[src/rtl/hazard_stall_unit_if.sv]
// Signal bundle between the ID-stage hazard/stall unit and the pipeline control.
// The pipeline (master) drives hazard sources; the unit (slave) returns strobes and debug state.
interface hazard_stall_unit_if #(
    parameter int NB_REG_ADDR = 5,
    parameter int NB_CNT      = 16
);
    // i_valid is a global step enable, not a handshake: with i_valid=0 every strobe is 0
    // and all state holds; with i_valid=1 the strobes take effect in this same cycle.
    logic                   i_valid;
    logic [NB_REG_ADDR-1:0] i_rs;
    logic [NB_REG_ADDR-1:0] i_rt;
    logic                   i_uses_rs;
    logic                   i_uses_rt;
    logic                   i_jump_rs;
    logic                   i_jump_taken;
    logic [NB_REG_ADDR-1:0] i_rd_ex;
    logic                   i_we_ex;
    logic                   i_mem_read_ex;
    logic [NB_REG_ADDR-1:0] i_rd_mem;
    logic                   i_mem_read_mem;
    logic                   o_stall_pc;
    logic                   o_stall_ifid;
    logic                   o_bubble_idex;
    logic                   o_flush_ifid;
    logic [1:0]             o_state;
    logic [NB_CNT-1:0]      o_stall_count;
    logic [NB_CNT-1:0]      o_flush_count;

    modport master (
        output i_valid, i_rs, i_rt, i_uses_rs, i_uses_rt, i_jump_rs, i_jump_taken,
               i_rd_ex, i_we_ex, i_mem_read_ex, i_rd_mem, i_mem_read_mem,
        input  o_stall_pc, o_stall_ifid, o_bubble_idex, o_flush_ifid, o_state,
               o_stall_count, o_flush_count
    );

    modport slave (
        input  i_valid, i_rs, i_rt, i_uses_rs, i_uses_rt, i_jump_rs, i_jump_taken,
               i_rd_ex, i_we_ex, i_mem_read_ex, i_rd_mem, i_mem_read_mem,
        output o_stall_pc, o_stall_ifid, o_bubble_idex, o_flush_ifid, o_state,
               o_stall_count, o_flush_count
    );
endinterface

[src/rtl/hazard_stall_unit.sv]
// Resolves hazards that forwarding cannot: load-use and JR/JALR operand hazards.
// Stalls PC and IF/ID, bubbles ID/EX, flushes IF/ID on taken ID jumps; counts both.
module hazard_stall_unit #(
    parameter int NB_REG_ADDR = 5,
    parameter int NB_CNT      = 16
) (
    input  logic               i_clock,
    input  logic               i_reset,
    hazard_stall_unit_if.slave bus
);
    typedef enum logic [1:0] {
        RUN  = 2'd0,
        HOLD = 2'd1
    } state_t;

    state_t            r_state;
    logic [NB_CNT-1:0] r_stall_count;
    logic [NB_CNT-1:0] r_flush_count;

    logic w_lu;
    logic w_jr_ex;
    logic w_jr_mem;
    logic w_stall;
    logic w_active;
    logic w_stall_out;
    logic w_flush_out;

    // Matches on r0 are never hazards: r0 is hardwired zero.
    assign w_lu = bus.i_mem_read_ex && (bus.i_rd_ex != '0) &&
                  ((bus.i_uses_rs && (bus.i_rs == bus.i_rd_ex)) ||
                   (bus.i_uses_rt && (bus.i_rt == bus.i_rd_ex)));
    assign w_jr_ex  = bus.i_jump_rs && bus.i_we_ex && (bus.i_rd_ex != '0) &&
                      (bus.i_rs == bus.i_rd_ex);
    assign w_jr_mem = bus.i_jump_rs && bus.i_mem_read_mem && (bus.i_rd_mem != '0) &&
                      (bus.i_rs == bus.i_rd_mem);

    assign w_stall     = (r_state == HOLD) || w_lu || w_jr_ex || w_jr_mem;
    assign w_active    = bus.i_valid && !i_reset;
    assign w_stall_out = w_stall && w_active;
    // A jump whose rs is still pending must not redirect, so stall masks flush.
    assign w_flush_out = bus.i_jump_taken && !w_stall && w_active;

    assign bus.o_stall_pc    = w_stall_out;
    assign bus.o_stall_ifid  = w_stall_out;
    assign bus.o_bubble_idex = w_stall_out;
    assign bus.o_flush_ifid  = w_flush_out;
    assign bus.o_state       = r_state;
    assign bus.o_stall_count = r_stall_count;
    assign bus.o_flush_count = r_flush_count;

    always_ff @(posedge i_clock) begin
        if (i_reset) begin
            r_state       <= RUN;
            r_stall_count <= '0;
            r_flush_count <= '0;
        end else if (bus.i_valid) begin
            case (r_state)
                // A load feeding JR needs a second bubble: the load result only
                // exists after MEM, one stage later than an ALU result.
                RUN:     if (w_jr_ex && bus.i_mem_read_ex) r_state <= HOLD;
                HOLD:    r_state <= RUN;
                default: r_state <= RUN;
            endcase
            if (w_stall_out && (r_stall_count != '1))
                r_stall_count <= r_stall_count + 1'b1;
            if (w_flush_out && (r_flush_count != '1))
                r_flush_count <= r_flush_count + 1'b1;
        end
    end
endmodule
[src/flat_wrapper.sv]
// flat-port wrapper written by rule: the top's interface ports become plain ports
module hazard_stall_unit_flat 
#(
    parameter int NB_REG_ADDR = 5,
    parameter int NB_CNT      = 16
)
  (i_clock, i_reset, bus_i_valid, bus_i_rs, bus_i_rt, bus_i_uses_rs, bus_i_uses_rt, bus_i_jump_rs, bus_i_jump_taken, bus_i_rd_ex, bus_i_we_ex, bus_i_mem_read_ex, bus_i_rd_mem, bus_i_mem_read_mem, bus_o_stall_pc, bus_o_stall_ifid, bus_o_bubble_idex, bus_o_flush_ifid, bus_o_state, bus_o_stall_count, bus_o_flush_count);
  hazard_stall_unit_if #(.NB_REG_ADDR(NB_REG_ADDR), .NB_CNT(NB_CNT)) bus_i ();
  input  logic i_clock;
  input  logic i_reset;
  input wire logic [$bits(bus_i.i_valid)-1:0] bus_i_valid;
  input wire logic [$bits(bus_i.i_rs)-1:0] bus_i_rs;
  input wire logic [$bits(bus_i.i_rt)-1:0] bus_i_rt;
  input wire logic [$bits(bus_i.i_uses_rs)-1:0] bus_i_uses_rs;
  input wire logic [$bits(bus_i.i_uses_rt)-1:0] bus_i_uses_rt;
  input wire logic [$bits(bus_i.i_jump_rs)-1:0] bus_i_jump_rs;
  input wire logic [$bits(bus_i.i_jump_taken)-1:0] bus_i_jump_taken;
  input wire logic [$bits(bus_i.i_rd_ex)-1:0] bus_i_rd_ex;
  input wire logic [$bits(bus_i.i_we_ex)-1:0] bus_i_we_ex;
  input wire logic [$bits(bus_i.i_mem_read_ex)-1:0] bus_i_mem_read_ex;
  input wire logic [$bits(bus_i.i_rd_mem)-1:0] bus_i_rd_mem;
  input wire logic [$bits(bus_i.i_mem_read_mem)-1:0] bus_i_mem_read_mem;
  output wire logic [$bits(bus_i.o_stall_pc)-1:0] bus_o_stall_pc;
  output wire logic [$bits(bus_i.o_stall_ifid)-1:0] bus_o_stall_ifid;
  output wire logic [$bits(bus_i.o_bubble_idex)-1:0] bus_o_bubble_idex;
  output wire logic [$bits(bus_i.o_flush_ifid)-1:0] bus_o_flush_ifid;
  output wire logic [$bits(bus_i.o_state)-1:0] bus_o_state;
  output wire logic [$bits(bus_i.o_stall_count)-1:0] bus_o_stall_count;
  output wire logic [$bits(bus_i.o_flush_count)-1:0] bus_o_flush_count;
  assign bus_i.i_valid = bus_i_valid;
  assign bus_i.i_rs = bus_i_rs;
  assign bus_i.i_rt = bus_i_rt;
  assign bus_i.i_uses_rs = bus_i_uses_rs;
  assign bus_i.i_uses_rt = bus_i_uses_rt;
  assign bus_i.i_jump_rs = bus_i_jump_rs;
  assign bus_i.i_jump_taken = bus_i_jump_taken;
  assign bus_i.i_rd_ex = bus_i_rd_ex;
  assign bus_i.i_we_ex = bus_i_we_ex;
  assign bus_i.i_mem_read_ex = bus_i_mem_read_ex;
  assign bus_i.i_rd_mem = bus_i_rd_mem;
  assign bus_i.i_mem_read_mem = bus_i_mem_read_mem;
  assign bus_o_stall_pc = bus_i.o_stall_pc;
  assign bus_o_stall_ifid = bus_i.o_stall_ifid;
  assign bus_o_bubble_idex = bus_i.o_bubble_idex;
  assign bus_o_flush_ifid = bus_i.o_flush_ifid;
  assign bus_o_state = bus_i.o_state;
  assign bus_o_stall_count = bus_i.o_stall_count;
  assign bus_o_flush_count = bus_i.o_flush_count;
  hazard_stall_unit #(.NB_REG_ADDR(NB_REG_ADDR), .NB_CNT(NB_CNT)) u_core (.i_clock(i_clock), .i_reset(i_reset), .bus(bus_i));
endmodule
[config.mk]
export PLATFORM = sky130hd
export DESIGN_NAME = hazard_stall_unit_flat
export DESIGN_NICKNAME = d
export VERILOG_FILES = /design/src/rtl/hazard_stall_unit_if.sv /design/src/rtl/hazard_stall_unit.sv /design/src/flat_wrapper.sv
export SDC_FILE = /design/constraint.sdc
export NUM_CORES = 1
export LEC_CHECK = 0
export CAP_MARGIN = 20
export CORE_UTILIZATION = 41
export CTS_CLUSTER_DIAMETER = 60
export DETAILED_ROUTE_END_ITERATION = 16
export GPL_TIMING_DRIVEN = 0
export PLACE_DENSITY_LB_ADDON = 0.1
export SLEW_MARGIN = 20
export SYNTH_ARGS = -nofsm -noshare
export SYNTH_HDL_FRONTEND = slang
export SYNTH_SLANG_ARGS = --single-unit
[constraint.sdc]
create_clock -name i_clock -period 2.8 [get_ports i_clock]
set_input_delay 0.28 -clock i_clock [delete_from_list [all_inputs] [get_ports i_clock]]
set_output_delay 0.28 -clock i_clock [all_outputs]
set_load 0.01 [all_outputs]
; Word level (Yosys, flattened, before mapping)
; Index checks and enable logic that the tools add are counted.
[word_totals]
register_bits = 34
latchBits = 0
ramBits = 0
mem_bits_ro = 0
in_bits = 30
output_inout_bits = 38
elab_cells = 43
memories = 0
[op_classes]
n_addsub = 2
multipliers = 0
div_mod_pow = 0
magnitude_cmp = 0
eq_ne = 7
n_shift = 0
muxes = 2
bitwise_logic = 0
n_reduce_logical = 29
[ops]
columns = operator, count
row1 = adder 16 x 1 -> 16 bit (second input constant), 2
row2 = != test 16 bit (second input constant), 2
row3 = logical AND 1 bit, 17
row4 = equality test 5 bit, 3
row5 = nonzero test 5 bit, 2
row6 = AND reduction 2 bit, 3
row7 = logical OR 1 bit, 4
row8 = two-way mux 2 bit, 2
row9 = equality test 2 x 1 -> 1 bit (second input constant), 1
row10 = zero test 1 bit, 2
row11 = zero test 2 bit, 1
row12 = != test 2 x 1 -> 1 bit (second input constant), 1

; Longest topological paths before layout
; Gate-level depths: netlist of the first run.
[logic_depth]
depth_word = 12
mapped_depth = 8
ltp_nobuf = 7

; Worst setup path before layout of the first run
; OpenSTA, ideal clock, no wires.
[synth_path]
path_kind = input to register
startpoint = input port bus_i_rd_ex[1]
endpoint = register u_core.r_flush_count[9], in the netlist u_core.bus.o_flush_count[9]
setup_time_ns = 0.121
arrival_time_ns = 2.491
required_ns = 2.679
setup_slack_ns = 0.187
path_stages = 8
path_buffers = 1
cell_sequence = or4_4 o211ai_2 nor3_1 a2111o_1 or2_1 buf_6 or4b_4 mux2_4
[synth_between]
elab_chain_cells = 12
elab_cells_between_ends = 18
classes_between = eq/ne (2) / reduce/logical (16)
[synth_lines]
columns = element, line
row1 = start: declaration, flat_wrapper.sv:18  ; input wire logic [$bits(bus_i.i_rd_ex)-1:0] bus_i_rd_ex;
row2 = equality test 5 bit (on tied branches), "hazard_stall_unit.sv:30, hazard_stall_unit.sv:33, hazard_stall_unit.sv:31"
row3 = logical AND 1 bit (on tied branches), "hazard_stall_unit.sv:30, hazard_stall_unit.sv:31"
row4 = logical OR 1 bit, hazard_stall_unit.sv:30  ; ((bus.i_uses_rs && (bus.i_rs == bus.i_rd_ex)) ||
row5 = logical AND 1 bit, hazard_stall_unit.sv:29  ; assign w_lu = bus.i_mem_read_ex && (bus.i_rd_ex != '0) &&
row6 = logical OR 1 bit, hazard_stall_unit.sv:37  ; assign w_stall = (r_state == HOLD) || w_lu || w_jr_ex || w_jr_mem;
row7 = logical OR 1 bit (*) (2 in a row), hazard_stall_unit.sv:37
row8 = zero test 1 bit (*), hazard_stall_unit.sv:41  ; assign w_flush_out = bus.i_jump_taken && !w_stall && w_active;
row9 = logical AND 1 bit (*) (2 in a row), hazard_stall_unit.sv:41
row10 = logical AND 1 bit (*), hazard_stall_unit.sv:66  ; if (w_flush_out && (r_flush_count != '1))
row11 = AND reduction 2 bit (no source line) (*), n/a
row12 = end signal: assignment, hazard_stall_unit.sv:67  ; r_flush_count <= r_flush_count + 1'b1;
row13 = end: declaration, hazard_stall_unit.sv:18  ; logic [NB_CNT-1:0] r_flush_count;
; Mark *: on every way between the ends. The rest lies on a longest branch, timed or not.
; A chain may end at the register's enable or synchronous reset.

; Worst setup path in the final report of the first run
[layout_path]
startpoint = register u_core.r_flush_count[8], in the netlist u_core.bus.o_flush_count[8]
endpoint = register u_core.r_flush_count[9], in the netlist u_core.bus.o_flush_count[9]
[layout_between]
elab_chain_cells = 3
elab_cells_between_ends = 4
classes_between = add/sub (1) / eq/ne (1) / reduce/logical (2)
[layout_lines]
columns = element
row1 = "parallel branches: the longest is 3 deep, another holds adder 16 x 1 -> 16 bit"
; Several ways; the timed one is not identified.

==> results_dict.tcl, run 1 <==
set metrics [dict create \
    wire_per_inst_um 13.3 \
    coreArea_um2 4440 \
    io_buffer_count 65 \
    min_from "u_core.bus.o_stall_count[5]$_SDFFE_PP0P_" \
    clk_pin_slew_ps 70 \
    overflow 0 \
    synthArstFlopShare_pct 0 \
    grt_use_total_pct 20.1 \
    combPwrFrac_pct 10.9 \
    synth_top_area_share_pct 34.0 \
    ys_warn_count 0 \
    reg2reg_depth 8 \
    synth_fa_ha_area_share_pct 1.29 \
    fin_crit_sh_pct 97.2 \
    drt_iter0_markers 142 \
    synth_nets 268 \
    via_per_inst 5.49 \
    seq_area_frac_synth_pct 34.0 \
    drcViolationCount 0 \
    synth-seq-cells 33 \
    hold_violations 0 \
    outcome "completed" \
    synth_area_leader_cell "dfxtp_1" \
    final-max-slew-violation-count 0 \
    cpMaxStageDelayCell "or4b_4" \
    areaGrowthSynthToFinish_pct 45.4 \
    path_class "reg -> reg" \
    synth_compound_area_share_pct 13.1 \
    drive_gt1_share_pct 12.6 \
    p_leak_nw 0.986 \
    synth.mux.area_fraction_pct 7.91 \
    post_synth_inst_count 236 \
    grt_max_degree 11 \
    layout_common_cells "clkdlybuf4s50_1, dfxtp_1, nand2_1, nor2_1" \
    grt_util_met3_pct 6.55 \
    clk_latency_ps 280 \
    start_util_pct 43.8 \
    required_ps 2980 \
    cts_sinks 33 \
    synth-edff-count 0 \
    synthTopCellsByArea "dfxtp_1, xnor2_1, nand2_1, nor2_1, mux2_2" \
    die-height_um 70.9 \
    cpPeakStageDelay_ps 480 \
    path_buf_inv 1 \
    clockBufferDepth 2 \
    worst-path-max-fanout 10 \
    synthFlopType "dfxtp_1" \
    hold_end "u_core.bus.o_stall_count[5]$_SDFFE_PP0P_" \
    p_int_uw 823 \
    grt_pass1_vias 1828 \
    crit_path_end_kind "flop" \
    worst_ep_arrival_time_ps 2900 \
    irDropWorstVdd_v 0.000228 \
    fin_skew_ps 4.22 \
    max-cap-violations 0 \
    swShare_pct 21.9 \
    numCtsBuffers 5 \
    dp_hpwl_um 3650 \
    power_switching_uw 231 \
    min_path_type "reg -> reg" \
    synth_top_family_by_area "simple AND/OR/NAND/NOR gates" \
    nNetsFinal 341 \
    synth_xor_area_share_pct 7.65 \
    antenna_found_initial 0 \
    htreeDepth 2 \
    whs_ps 483 \
    holdBufCountCts 0 \
    grt_pass1_wl_um 8140 \
    drt-total-wl_um 4810 \
    stdcell_area_um2 2830 \
    r2r-start "u_core.bus.o_flush_count[8]$_SDFFE_PP0P_" \
    cts_tree "yes" \
    vias 1986 \
    min_path_cells 2 \
    pwr-share-seq_pct 44.8 \
    clk_root_buffer_cell "clkbuf_8" \
    cp_top_family "simple AND/OR/NAND/NOR gates" \
    avgSynthCellArea_um2 8.24 \
    top_usage_layer "met2" \
    rsz0062_at_grt "no" \
    max_freq_mhz 367 \
    cellPowerDensity_nw_per_um2 373 \
    dieArea_um2 5020 \
    pin_count 68 \
    r2r-end "u_core.bus.o_flush_count[9]$_SDFFE_PP0P_" \
    fp-row-count 24 \
    grtUsageMet2_pct 33.1 \
    synthSimpleGateAreaFrac_pct 31.4 \
    diodes 0 \
    setup_tns_ps 0 \
    timing.slew.headroom_pct 59.3 \
    start_kind "flop" \
    layout_min_cycle_time_ps 2720 \
    worstPathCellList "and4_2, and3_1, and3_4, a2111o_1, or2_1, buf_6, or4b_4, mux2_4" \
    synthesis.area_um2 1950 \
    clock_power_share_pct 44.3 \
    die_width_um 70.9 \
    place_congestion 0.788 \
    place_area_um2 2660 \
    dr.pass1.iters 6 \
    setup_viol 0 \
    ant_nets 0 \
    yosysUniqueCellTypes 47 \
    worst_pin_slew_ps 609 \
    grtUsageMet1_pct 26.1 \
    layout_commonest_cell "clkdlybuf4s50_1" \
    reg2reg_slack_ps 80 \
]
## state kept, by name, summed over array words and instances, names as in the netlist
| name | flops |
|---|---|
| u_core.bus.o_flush_count | 16 |
| u_core.bus.o_stall_count | 16 |
| u_core.bus.o_state | 1 |
## metal layers
| metal | vias to the layer above | wire length (um) |
|---|---|---|
| met2 | 69 | 2230 |
| met1 | 907 | 2200 |
| met5 | - | 0 |
| met3 | 4 | 339 |
| met4 | 0 | 37 |
| li1 | 1006 | - |
## Yosys cell counts, types with 5 or more instances
master and instances:
nand4_1 5, nand3_1 12, xnor2_1 12, o31ai_1 5, a21oi_1 12, dfxtp_1 33, clkbuf_1 5, nor2b_1 10
o21ai_0 7, mux2_2 7, and3_1 7, nor2_1 22, xor2_1 5, o211ai_1 5, mux2i_1 6, nor3_1 7
inv_1 8, nand2_1 23
## worst max path at each step
stage / from / to / depth (start not counted)
final: u_core.bus.o_flush_count[8]$_SDFFE_PP0P_ / u_core.bus.o_flush_count[9]$_SDFFE_PP0P_ / 8
after global routing: u_core.bus.o_flush_count[8]$_SDFFE_PP0P_ / u_core.bus.o_flush_count[9]$_SDFFE_PP0P_ / 8
after detailed placement: bus_i_rd_ex[1] / bus_o_flush_ifid / 8
after floorplan: bus_i_rd_ex[1] / u_core.bus.o_flush_count[9]$_SDFFE_PP0P_ / 8
after CTS: bus_i_rs[0] / bus_o_stall_pc / 9
after global placement: bus_i_rd_ex[1] / bus_o_flush_ifid / 8
## cell type report
cell class,count,area [um^2]
fillers,409,1620
multi-input cells,185,1250
flip-flops and latches,33,661
repair buffers,66,651
clock buffers,7,86.3
well taps,52,65.1
plain buffers,10,58.8
clock inverters,1,30.0
inverters,8,30.0
## worst min-delay path, delay by kind of cell (launching register included)
family,cells,cell delay [ps]
AND/OR/NAND/NOR,1,60
multiplexers,1,50
flip-flops,1,330
## power groups by stage
| stage | Combinational (mW) | Sequential (mW) | Clock [mW] |
|---|---|---|---|
| after floorplan | 0.0479 | 0.484 | 0 |
| after global placement | 0.111 | 0.483 | 0 |
| after detailed placement | 0.113 | 0.483 | 0 |
| after CTS | 0.113 | 0.472 | 0.473 |
| after global routing | 0.126 | 0.473 | 0.496 |
| final | 0.115 | 0.472 | 0.467 |
## per-stage QoR
stage	setup WS [ps]	cells	power [mW]	utilization (%)
CTS	12.4	362	1.06	62.9
detailed placement	-590	353	0.596	59.9
finish	77.6	362	1.05	63.7
global route	11.9	362	1.09	63.7
floorplan	187	236	0.532	-
global placement	-581	353	0.594	59.9
## kinds of logic (layout without fill, tap and decap cells)
logic type | Yosys count | in the layout
AOI/OAI and AO/OA | 38 | 38
xor gates and xnor gates | 17 | 17
adders and majority gates | 2 | 2
buffers and inverters | 18 | 92
DFF | 33 | 33
muxes | 14 | 14
other | 1 | 1
and+or+nand+nor | 113 | 113
## what timing repair did
item,4_1_cts,5_1_grt
gates resized for setup,10,11
setup buffers,1,0
pin swaps,1,0
setup endpoints to repair,7,5
Power figures use the tool's default switching activity.
==> inputs of run 2 (changes only) <==
==> constraint.sdc (replaced) <==
create_clock -name i_clock -period 2.5 [get_ports i_clock]
set_input_delay 0.25 -clock i_clock [delete_from_list [all_inputs] [get_ports i_clock]]
set_output_delay 0.25 -clock i_clock [all_outputs]
set_load 0.01 [all_outputs]
==> run 2 against run 1 <==
The run now ends with setup timing left; die area is the same; worst setup slack lost 78 ps; clock-buffer cell count is the same; final cell count grew 2.8%; sequential cell count is the same; clock power shrank 3%; largest cell class unchanged; largest power group unchanged.
==> results_dict.tcl, run 2 (same netlist as run 1, synthesis figures left out) <==
set metrics [dict create \
    outcome "complete, but fails checks" \
    violations "setup timing" \
    dp_hpwl_um 3610 \
    hold_violations 0 \
    dr.pass1.iters 6 \
    ant_nets 0 \
    cpMaxStageDelayCell "or4b_4" \
    crit_start "u_core.bus.o_flush_count[8]$_SDFFE_PP0P_" \
    grt_max_degree 11 \
    layout_commonest_cell "clkdlybuf4s50_1" \
    r2r-start "u_core.bus.o_flush_count[8]$_SDFFE_PP0P_" \
    antenna_found_initial 0 \
    path_class "reg -> reg" \
    grt_use_total_pct 20.4 \
    cellPowerDensity_nw_per_um2 385 \
    layout_min_cycle_time_ps 2500 \
    grt_pass1_vias 1858 \
    drive_gt1_share_pct 19.4 \
    cpPeakStageDelay_ps 540 \
    layout_common_cells "clkdlybuf4s50_1, dfxtp_1, nand2_1, nor2_1, buf_4" \
    numCtsBuffers 5 \
    fin_skew_ps 4.75 \
    rsz0062_at_grt "yes" \
    wire_per_inst_um 13.1 \
    worst-path-max-fanout 3 \
    cts_tree "yes" \
    fin_crit_sh_pct 100 \
    worst_pin_slew_ps 578 \
    path_common_cell "and3_4" \
    max-cap-violations 0 \
    totalPowerFinal_mw 1.11 \
    worstPathCellList "and4_4, and3_4, and3_4, a2111o_1, or2_4, or4b_4, mux2_4" \
    drt-total-wl_um 4880 \
    nNetsFinal 351 \
    areaGrowthSynthToFinish_pct 48.6 \
    max_freq_mhz 400 \
    vias 1988 \
    pin_count 68 \
    htreeDepth 2 \
    timing.slew.headroom_pct 61.3 \
    setup_viol 1 \
    min_path_type "in -> reg" \
    coreArea_um2 4440 \
    required_ps 2680 \
    min_from "i_reset" \
    reg2reg_slack_ps -0.03 \
    dieArea_um2 5020 \
    drt_iter0_markers 83 \
    crit_path_end_kind "flop" \
    via_per_inst 5.34 \
    clk_pin_slew_ps 70 \
    drcViolationCount 0 \
    worst_slack_ps -0.0309 \
    die-height_um 70.9 \
    start_kind "flop" \
    io_buffer_count 65 \
    nFillCells 399 \
    clk_root_buffer_cell "clkbuf_8" \
    setup_tns_ps -0.0309 \
    p_leak_nw 1.02 \
    cp_top_family "simple AND/OR/NAND/NOR gates" \
    cts_sinks 33 \
    fp-row-count 24 \
    path_buf_inv 0 \
    clockBufferDepth 2 \
    clk_latency_ps 290 \
    worst_ep_arrival_time_ps 2680 \
    holdBufCountCts 0 \
    grt_pass1_wl_um 8260 \
    irDropWorstVdd_v 0.000262 \
    place_congestion 0.744 \
    start_util_pct 43.8 \
    die_width_um 70.9 \
    final-max-slew-violation-count 0 \
    overflow 0 \
    diodes 0 \
]
run 2: repair_timing:
action / in CTS / in global routing
gates resized for setup: 36 / 10
pin swaps: 6 / 8
buffers inserted: 8 / 4
endpoints found under the setup margin: 24 / 9
run 2: final cells by class:
cell class	instances	area, um^2	share of cell area, %
timing repair buffer	77	718	24.8
multi-input combinational	185	1260	43.7
clock inverter	1	5.00	0.173
clock buffer	7	96.3	3.33
inverter	8	30.0	1.04
tap	52	65.1	2.25
sequential	33	666	23.0
buffer	9	47.5	1.65
run 2: routing by layer:
metal / vias up / global-route usage, % / part of all wire, %
met5: - / 0 / 0
met4: 0 / 4.89 / 0.74
met3: 5 / 5.98 / 4.5
met2: 46 / 35.4 / 50
met1: 920 / 24.8 / 45
li1: 1017 / - / -
run 2: report_power, final:
group | switching (mW) | total [mW] | leakage (nW) | internal, mW
registers | 0.00216 | 0.529 | 0.268 | 0.527
logic | 0.0580 | 0.130 | 0.702 | 0.0722
clock network | 0.203 | 0.452 | 0.0542 | 0.249
total | 0.264 | 1.11 | 1.02 | 0.848
run 2: worst paths after layout:
| path | end | cells past startpoint |
|---|---|---|
| setup / recovery | u_core.bus.o_flush_count[9]$_SDFFE_PP0P_ | 7 |
| hold reg to reg | u_core.bus.o_stall_count[5]$_SDFFE_PP0P_ | 2 |
| hold / removal | u_core.bus.o_flush_count[7]$_SDFFE_PP0P_ | 3 |
| setup reg to reg | u_core.bus.o_flush_count[9]$_SDFFE_PP0P_ | 7 |
run 2: worst register-to-register path, delay by kind of cell, from the launching register on:
family	cells	cell delay, ps
flip-flops	1	320
multiplexers	1	300
AO/OA/AOI/OAI	1	430
AND/OR/NAND/NOR	5	1340
run 2: per-stage QoR:
stage               utilization, %  setup WS [ps]  hold WS (ps)  std cells  instance area (um^2)
floorplan                        -          -82.7           446        236                  1960
global placement              60.1           -816           470        353                  2670
detailed placement            60.1           -803           474        353                  2670
CTS                           64.5          -24.8           464        369                  2870
global route                  65.0          -46.5           523        372                  2890
finish                        65.0        -0.0309           478        372                  2890
